`config.mk`:
```
export PLATFORM = sky130hd
export DESIGN_NAME = conv1d_window_reader_flat
export DESIGN_NICKNAME = d
export VERILOG_FILES = /design/src/rtl/conv1d_window_reader_if.sv /design/src/rtl/conv1d_window_reader.sv /design/src/flat_wrapper.sv
export SDC_FILE = /design/constraint.sdc
export NUM_CORES = 1
export LEC_CHECK = 0
export ABC_AREA = 1
export CAP_MARGIN = 30
export CORE_ASPECT_RATIO = 0.75
export CORE_MARGIN = 1.5
export CORE_UTILIZATION = 40
export CTS_CLUSTER_DIAMETER = 100
export DETAILED_ROUTE_END_ITERATION = 12
export SYNTH_ARGS = -nofsm -noshare
export SYNTH_HDL_FRONTEND = slang
export SYNTH_SLANG_ARGS = --single-unit
```
`constraint.sdc`:
```
create_clock -name CLK -period 3.22 [get_ports CLK]
set_input_delay 0.483 -clock CLK [delete_from_list [all_inputs] [get_ports CLK]]
set_output_delay 0.483 -clock CLK [all_outputs]
set_load 0.005 [all_outputs]
```
`src/rtl/conv1d_window_reader_if.sv`:
```
// Bus bundle for the 1-D convolution window reader: the RAM read port
// (request out, three taps back) and the output window stream.
interface conv1d_window_reader_if #(
  parameter int Bit_width = 16,
  parameter int RAM_Depth = 256
);
  localparam int PosW = $clog2(RAM_Depth);

  logic                        rd_en;
  logic [2:0]                  rd_depth;
  logic [PosW-1:0]             rd_width;
  logic signed [Bit_width-1:0] rd_tap0;
  logic signed [Bit_width-1:0] rd_tap1;
  logic signed [Bit_width-1:0] rd_tap2;

  logic                        out_valid;
  logic                        out_ready;
  logic signed [Bit_width-1:0] out_tap0;
  logic signed [Bit_width-1:0] out_tap1;
  logic signed [Bit_width-1:0] out_tap2;
  logic [2:0]                  out_ch;
  logic [PosW-1:0]             out_pos;
  logic                        out_last_ch;
  logic                        out_last;

  // reader side
  modport master (
    output rd_en, rd_depth, rd_width,
    input  rd_tap0, rd_tap1, rd_tap2,
    output out_valid, out_tap0, out_tap1, out_tap2,
    output out_ch, out_pos, out_last_ch, out_last,
    input  out_ready
  );

  // RAM / consumer side
  modport slave (
    input  rd_en, rd_depth, rd_width,
    output rd_tap0, rd_tap1, rd_tap2,
    input  out_valid, out_tap0, out_tap1, out_tap2,
    input  out_ch, out_pos, out_last_ch, out_last,
    output out_ready
  );
endinterface

```
`src/rtl/conv1d_window_reader.sv`:
```
// Scans a channel x position sample RAM position-major and streams one
// three-tap window per (position, channel) through a 2-entry output FIFO.
//
// state | meaning
// ------+---------------------------------------------------------------
// IDLE  | waiting for start; config latched on a legal start
// RUN   | issuing read requests as buffer room and the write port allow
// DRAIN | all requests issued; waiting for in-flight read and FIFO to empty
// DONE  | one-cycle completion pulse
module conv1d_window_reader #(
  parameter int Bit_width = 16,
  parameter int RAM_Depth = 256
) (
  input  logic       CLK,
  input  logic       RST_N,
  input  logic       start,
  input  logic [3:0] num_ch,
  input  logic [8:0] num_pos,
  input  logic       wr_busy,
  output logic       busy,
  output logic       done,
  conv1d_window_reader_if.master bus
);
  localparam int PosW = $clog2(RAM_Depth);

  typedef enum logic [1:0] {IDLE, RUN, DRAIN, DONE} state_t;

  typedef struct packed {
    logic signed [Bit_width-1:0] tap0;
    logic signed [Bit_width-1:0] tap1;
    logic signed [Bit_width-1:0] tap2;
    logic [2:0]                  ch;
    logic [PosW-1:0]             pos;
    logic                        last_ch;
    logic                        last;
  } entry_t;

  state_t          state, state_nxt;
  logic [2:0]      last_ch_q;
  logic [PosW-1:0] last_pos_q;
  logic [2:0]      iss_ch;
  logic [PosW-1:0] iss_pos;

  logic            rd_en_q;
  logic [2:0]      rd_depth_q;
  logic [PosW-1:0] rd_width_q;
  logic            tag_last_ch, tag_last_pos, tag_last;

  entry_t          fifo_mem [2];
  entry_t          new_entry;
  entry_t          head;
  logic            wr_ptr, rd_ptr;
  logic [1:0]      count;

  logic            cfg_ok;
  logic            push, pop;
  logic [2:0]      free_slots;
  logic            issue, issue_final;
  logic            iss_last_ch, iss_last_pos;

  assign cfg_ok = (num_ch != 4'd0) && (num_ch <= 4'd8) &&
                  (num_pos != 9'd0) && (num_pos <= 9'(RAM_Depth));

  assign push = rd_en_q;
  assign pop  = bus.out_valid & bus.out_ready;

  // Room left once this cycle's pop is taken into account; a request may
  // only go out if its data still fits after the read already in flight.
  assign free_slots   = 3'd2 - {1'b0, count} + {2'b00, pop};
  assign iss_last_ch  = (iss_ch == last_ch_q);
  assign iss_last_pos = (iss_pos == last_pos_q);
  assign issue        = (state == RUN) && !wr_busy && (free_slots > {2'b00, rd_en_q});
  assign issue_final  = issue && iss_last_ch && iss_last_pos;

  // State register
  always_ff @(posedge CLK) begin
    if (!RST_N) state <= IDLE;
    else        state <= state_nxt;
  end

  // Next-state and status outputs
  always_comb begin
    state_nxt = state;
    busy      = 1'b0;
    done      = 1'b0;
    case (state)
      IDLE: begin
        if (start) state_nxt = cfg_ok ? RUN : DONE;
      end
      RUN: begin
        busy = 1'b1;
        if (issue_final) state_nxt = DRAIN;
      end
      DRAIN: begin
        busy = 1'b1;
        if (!rd_en_q && ((count == 2'd0) || ((count == 2'd1) && pop))) state_nxt = DONE;
      end
      DONE: begin
        done      = 1'b1;
        state_nxt = IDLE;
      end
      default: state_nxt = IDLE;
    endcase
  end

  // Config latch and scan position counters (channel inner, position outer)
  always_ff @(posedge CLK) begin
    if (!RST_N) begin
      last_ch_q  <= '0;
      last_pos_q <= '0;
      iss_ch     <= '0;
      iss_pos    <= '0;
    end else if ((state == IDLE) && start && cfg_ok) begin
      last_ch_q  <= 3'(num_ch - 4'd1);
      last_pos_q <= PosW'(num_pos - 9'd1);
      iss_ch     <= '0;
      iss_pos    <= '0;
    end else if (issue) begin
      if (iss_last_ch) begin
        iss_ch  <= '0;
        iss_pos <= iss_pos + 1'b1;
      end else begin
        iss_ch  <= iss_ch + 1'b1;
      end
    end
  end

  // Registered read request; the tags ride along until the taps come back
  always_ff @(posedge CLK) begin
    if (!RST_N) begin
      rd_en_q      <= 1'b0;
      rd_depth_q   <= '0;
      rd_width_q   <= '0;
      tag_last_ch  <= 1'b0;
      tag_last_pos <= 1'b0;
      tag_last     <= 1'b0;
    end else begin
      rd_en_q <= issue;
      if (issue) begin
        rd_depth_q   <= iss_ch;
        rd_width_q   <= iss_pos;
        tag_last_ch  <= iss_last_ch;
        tag_last_pos <= iss_last_pos;
        tag_last     <= iss_last_ch && iss_last_pos;
      end
    end
  end

  // Incoming window; the right edge pads tap2 with zero
  always_comb begin
    new_entry         = '0;
    new_entry.tap0    = bus.rd_tap0;
    new_entry.tap1    = bus.rd_tap1;
    new_entry.tap2    = tag_last_pos ? '0 : bus.rd_tap2;
    new_entry.ch      = rd_depth_q;
    new_entry.pos     = rd_width_q;
    new_entry.last_ch = tag_last_ch;
    new_entry.last    = tag_last;
  end

  // Two-entry output FIFO; issue gating guarantees a push never overflows
  always_ff @(posedge CLK) begin
    if (!RST_N) begin
      for (int i = 0; i < 2; i++) fifo_mem[i] <= '0;
      wr_ptr <= 1'b0;
      rd_ptr <= 1'b0;
      count  <= 2'd0;
    end else begin
      if (push) begin
        fifo_mem[wr_ptr] <= new_entry;
        wr_ptr           <= ~wr_ptr;
      end
      if (pop) rd_ptr <= ~rd_ptr;
      case ({push, pop})
        2'b10:   count <= count + 2'd1;
        2'b01:   count <= count - 2'd1;
        default: count <= count;
      endcase
    end
  end

  assign head = fifo_mem[rd_ptr];

  assign bus.rd_en       = rd_en_q;
  assign bus.rd_depth    = rd_depth_q;
  assign bus.rd_width    = rd_width_q;
  assign bus.out_valid   = (count != 2'd0);
  assign bus.out_tap0    = head.tap0;
  assign bus.out_tap1    = head.tap1;
  assign bus.out_tap2    = head.tap2;
  assign bus.out_ch      = head.ch;
  assign bus.out_pos     = head.pos;
  assign bus.out_last_ch = head.last_ch;
  assign bus.out_last    = head.last;
endmodule
```
`src/flat_wrapper.sv`:
```
// flat-port wrapper written by rule: the top's interface ports become plain ports
module conv1d_window_reader_flat 
#(
  parameter int Bit_width = 16,
  parameter int RAM_Depth = 256
)
  (CLK, RST_N, start, num_ch, num_pos, wr_busy, busy, done, bus_rd_en, bus_rd_depth, bus_rd_width, bus_rd_tap0, bus_rd_tap1, bus_rd_tap2, bus_out_valid, bus_out_tap0, bus_out_tap1, bus_out_tap2, bus_out_ch, bus_out_pos, bus_out_last_ch, bus_out_last, bus_out_ready);
  conv1d_window_reader_if #(.Bit_width(Bit_width), .RAM_Depth(RAM_Depth)) bus_i ();
  input  logic CLK;
  input  logic RST_N;
  input  logic start;
  input  logic [3:0] num_ch;
  input  logic [8:0] num_pos;
  input  logic wr_busy;
  output logic busy;
  output logic done;
  output wire logic [$bits(bus_i.rd_en)-1:0] bus_rd_en;
  output wire logic [$bits(bus_i.rd_depth)-1:0] bus_rd_depth;
  output wire logic [$bits(bus_i.rd_width)-1:0] bus_rd_width;
  input wire logic [$bits(bus_i.rd_tap0)-1:0] bus_rd_tap0;
  input wire logic [$bits(bus_i.rd_tap1)-1:0] bus_rd_tap1;
  input wire logic [$bits(bus_i.rd_tap2)-1:0] bus_rd_tap2;
  output wire logic [$bits(bus_i.out_valid)-1:0] bus_out_valid;
  output wire logic [$bits(bus_i.out_tap0)-1:0] bus_out_tap0;
  output wire logic [$bits(bus_i.out_tap1)-1:0] bus_out_tap1;
  output wire logic [$bits(bus_i.out_tap2)-1:0] bus_out_tap2;
  output wire logic [$bits(bus_i.out_ch)-1:0] bus_out_ch;
  output wire logic [$bits(bus_i.out_pos)-1:0] bus_out_pos;
  output wire logic [$bits(bus_i.out_last_ch)-1:0] bus_out_last_ch;
  output wire logic [$bits(bus_i.out_last)-1:0] bus_out_last;
  input wire logic [$bits(bus_i.out_ready)-1:0] bus_out_ready;
  assign bus_rd_en = bus_i.rd_en;
  assign bus_rd_depth = bus_i.rd_depth;
  assign bus_rd_width = bus_i.rd_width;
  assign bus_i.rd_tap0 = bus_rd_tap0;
  assign bus_i.rd_tap1 = bus_rd_tap1;
  assign bus_i.rd_tap2 = bus_rd_tap2;
  assign bus_out_valid = bus_i.out_valid;
  assign bus_out_tap0 = bus_i.out_tap0;
  assign bus_out_tap1 = bus_i.out_tap1;
  assign bus_out_tap2 = bus_i.out_tap2;
  assign bus_out_ch = bus_i.out_ch;
  assign bus_out_pos = bus_i.out_pos;
  assign bus_out_last_ch = bus_i.out_last_ch;
  assign bus_out_last = bus_i.out_last;
  assign bus_i.out_ready = bus_out_ready;
  conv1d_window_reader #(.Bit_width(Bit_width), .RAM_Depth(RAM_Depth)) u_core (.CLK(CLK), .RST_N(RST_N), .start(start), .num_ch(num_ch), .num_pos(num_pos), .wr_busy(wr_busy), .busy(busy), .done(done), .bus(bus_i));
endmodule
```
==> reports/results.ini <==
[floorplan]
pin_count=142
die_h_um=122
start_util_pct=41.0
die_area_sq_um=19800
die-width_um=162
rows=43
core_sq_um=18500

[final_layout]
multi_input_area_sq_um=2430
num-nets-final=922
syn2layout_area_growth_pct=28.9
drive_gt1_share_pct=14.2
fillers=1673
final_cell_area_sq_um=9770
seq_area_sq_um=4550
antenna-diode-count=0

[global_routing]
first_global_vias=5386
grt_use_met3_pct=5.14
grt_use_met2_pct=28.6
top_usage_layer=met2
grt-ovfl-total=0
grt_pass1_wl_um=26800
grt_max_degree=63
antenna_found_initial=0
grtUsageTotal_pct=17.5
met1_usage_pct=22.6

[yosys]
ys.warnings.count=0
ys_seq_area_share_pct=60.0
postSynth.asyncResetShare_pct=0
ys_ff_latch=166
synth_area_per_cell_sq_um=10.6
synth_top_family_by_area=simple AND/OR/NAND/NOR gates
synth_flop_cell=edfxtp_1
synth.area.mux_share_pct=9.06
netlist_instances=714
synthesis.area_sq_um=7580
synth_nets=795
synth_compound_area_share_pct=4.51
synthDistinctLibCells=35
synth_xor_xnor_area_share_pct=1.16
synthAdderAreaFrac_pct=2.48
synth-simple-area-share_pct=14.7
synth_edf_count=122

[clock_network]
cts_setup_buffers=0
cts_sinks=166
hold_buffers=0
numCtsBuffers=17
worstSkewPairLatency_ns=0.42
cts_buffer_depth=2
cts_root_buf=clkbuf_16
post_cts_resized=0
cts_tree=yes
htree_levels=4
clk_pin_slew_worst_paths_ns=0.06

[timing]
timing.fmax_mhz=396
setup_tns_ns=0
max_slew_margin_pct=49.8
fin_skew_ns=0.00994
drv_slew=0
finalCritPeriodShare_pct=78.4
hold_viol_final=0
rsz0062_at_grt=false
worst_pin_slew_ns=0.754
period_needed_ns=2.53
setup_violations=0

[status]
status=completed

[routing]
viasPerCell=4.82
dr.pass1.iters=5
num_vias=5304
antenna_left=0
drt_iter0_markers=354
wl_um=16800
routedWlPerCell_um=15.2
post-route-drc-count=0

[critical_path]
critPathLaunchType=flip-flop
critPathCaptureType=flip-flop
cp.arrival_ns=2.84
required_ns=3.53
path_class=flip-flop to flip-flop
path_max_fanout=9

[place]
placed_cell_area_sq_um=9200
portBuffers=141
hpwlAfterDp_um=10900
gp_congestion=0.813

[power]
p_leak_nw=3.84
ir_drop_mv=0.349
power_density_nw_per_um2=633

[hold_path]
min_path_type=flip-flop to flip-flop

[run]
maxCapViolations=0

==> synth_stat cells, types with 2 or more instances <==
master      n  share of area (%)
clkbuf_1   21                1.0
o21ai_1     2               0.13
edfxtp_1  122                 48
nand3_1    13               0.86
a21oi_1    33                2.2
buf_4      12                1.2
xnor2_1     5               0.58
xor2_1      5               0.58
nor2_4      3               0.45
nand2_1    64                3.2
nand4_1     3               0.25
inv_2       4               0.20
nor2_1    114                5.6
nor3_1     35                2.3
nand3b_1    2               0.20
mux2_2     61                9.1
o21ai_0    27                1.8
nor3b_2     3               0.50
buf_2       7               0.46
nand2_2     4               0.33
ha_1       15                2.5
inv_1     103                5.1
dfxtp_1    44                 12
==> kinds of logic (layout without fill, tap and decap cells) <==
logic type | count (synthesis) | after routing
fa+ha+maj | 15 | 15
xor+xnor | 10 | 10
flops | 166 | 166
compound gates | 66 | 66
simple gates | 248 | 248
mux | 61 | 61
buf+inv | 148 | 288
==> cell usage in the layout (no fill, tap or decap), types with 5 or more instances in the layout <==
cell type        instances
nor2_1                 114
ha_1                    15
clkdlybuf4s50_1        141
xor2_1                   5
xnor2_1                  5
nand2_1                 61
inv_1                  103
nand2_2                  7
nand3_1                 12
edfxtp_1               122
o21ai_0                 27
clkbuf_16               17
dfxtp_1                 43
a21oi_1                 33
mux2_2                  61
nor3_1                  35
==> area by class of cell <==
class	count	area share (%)
Clock buffer	19	4.43
Clock inverter	13	1.33
Inverter	107	4.11
Multi-Input combinational cell	400	24.9
Sequential cell	166	46.5
Tap cell	247	3.16
Timing Repair Buffer	149	15.5
==> through the flow <==
step | worst slack [ns] | total power [W] | cells | hold slack, ns | utilization, %
floorplan | 0.521 | 0.00352 | 714 | 0.444 | -
global placement | 0.458 | 0.00422 | 1068 | 0.456 | 49.6
detailed placement | 0.404 | 0.00427 | 1069 | 0.468 | 49.7
CTS | 0.694 | 0.00625 | 1101 | 0.481 | 52.8
global route | 0.508 | 0.00649 | 1101 | 0.502 | 52.8
finish | 0.695 | 0.00619 | 1101 | 0.476 | 52.8
==> state kept, by name (all words and copies together) (netlist names), 2 cells and up, named ones only <==
name                 cells
u_core.fifo_mem        122
u_core.bus.rd_width      8
u_core.iss_pos           8
u_core.last_pos_q        8
u_core.bus.rd_depth      3
u_core.iss_ch            3
u_core.last_ch_q         3
u_core.count             2
u_core.state             2
==> power breakdown <==
part / total, W / internal (W) / switching [W]
registers: 0.00259 / 0.00248 / 0.000105
clock network: 0.00197 / 0.00114 / 0.000827
logic: 0.00163 / 0.000857 / 0.000773
total: 0.00619 / 0.00448 / 0.00171
==> layer usage <==
metal / part of all wire (%) / vias to the layer above
met3: 5.7 / 11
li1: - / 2610
met4: 1.1 / 0
met5: 0 / -
met2: 47 / 123
met1: 46 / 2560
==> worst paths after layout <==
path | end | startpoint | slack, ns | cells after the start
hold reg to reg | u_core.last_pos_q[1]$_SDFFE_PN0P_ | u_core.last_pos_q[1]$_SDFFE_PN0P_ | 0.48 | 2
hold / removal | u_core.last_pos_q[1]$_SDFFE_PN0P_ | u_core.last_pos_q[1]$_SDFFE_PN0P_ | 0.48 | 2
setup / recovery | u_core.state[1]$_SDFFE_PN0P_ | u_core.count[0]$_SDFFE_PN0P_ | 0.69 | 14
setup reg to reg | u_core.state[1]$_SDFFE_PN0P_ | u_core.count[0]$_SDFFE_PN0P_ | 0.69 | 14
==> worst max-delay path, cell delays in order, from the launching register on <==
cell and delay (ns):
dfxtp_1 0.38, inv_1 0.09, ha_1 0.23, nor2_1 0.15, inv_1 0.10, ha_1 0.30
ha_1 0.27, nand3b_1 0.12, nand3_4 0.10, nor2_4 0.25, nand2_1 0.10, nand2_2 0.09
nand2_2 0.06, nor2_1 0.12, nor2_1 0.05
Note: power is estimated with default switching activity, not from simulation.
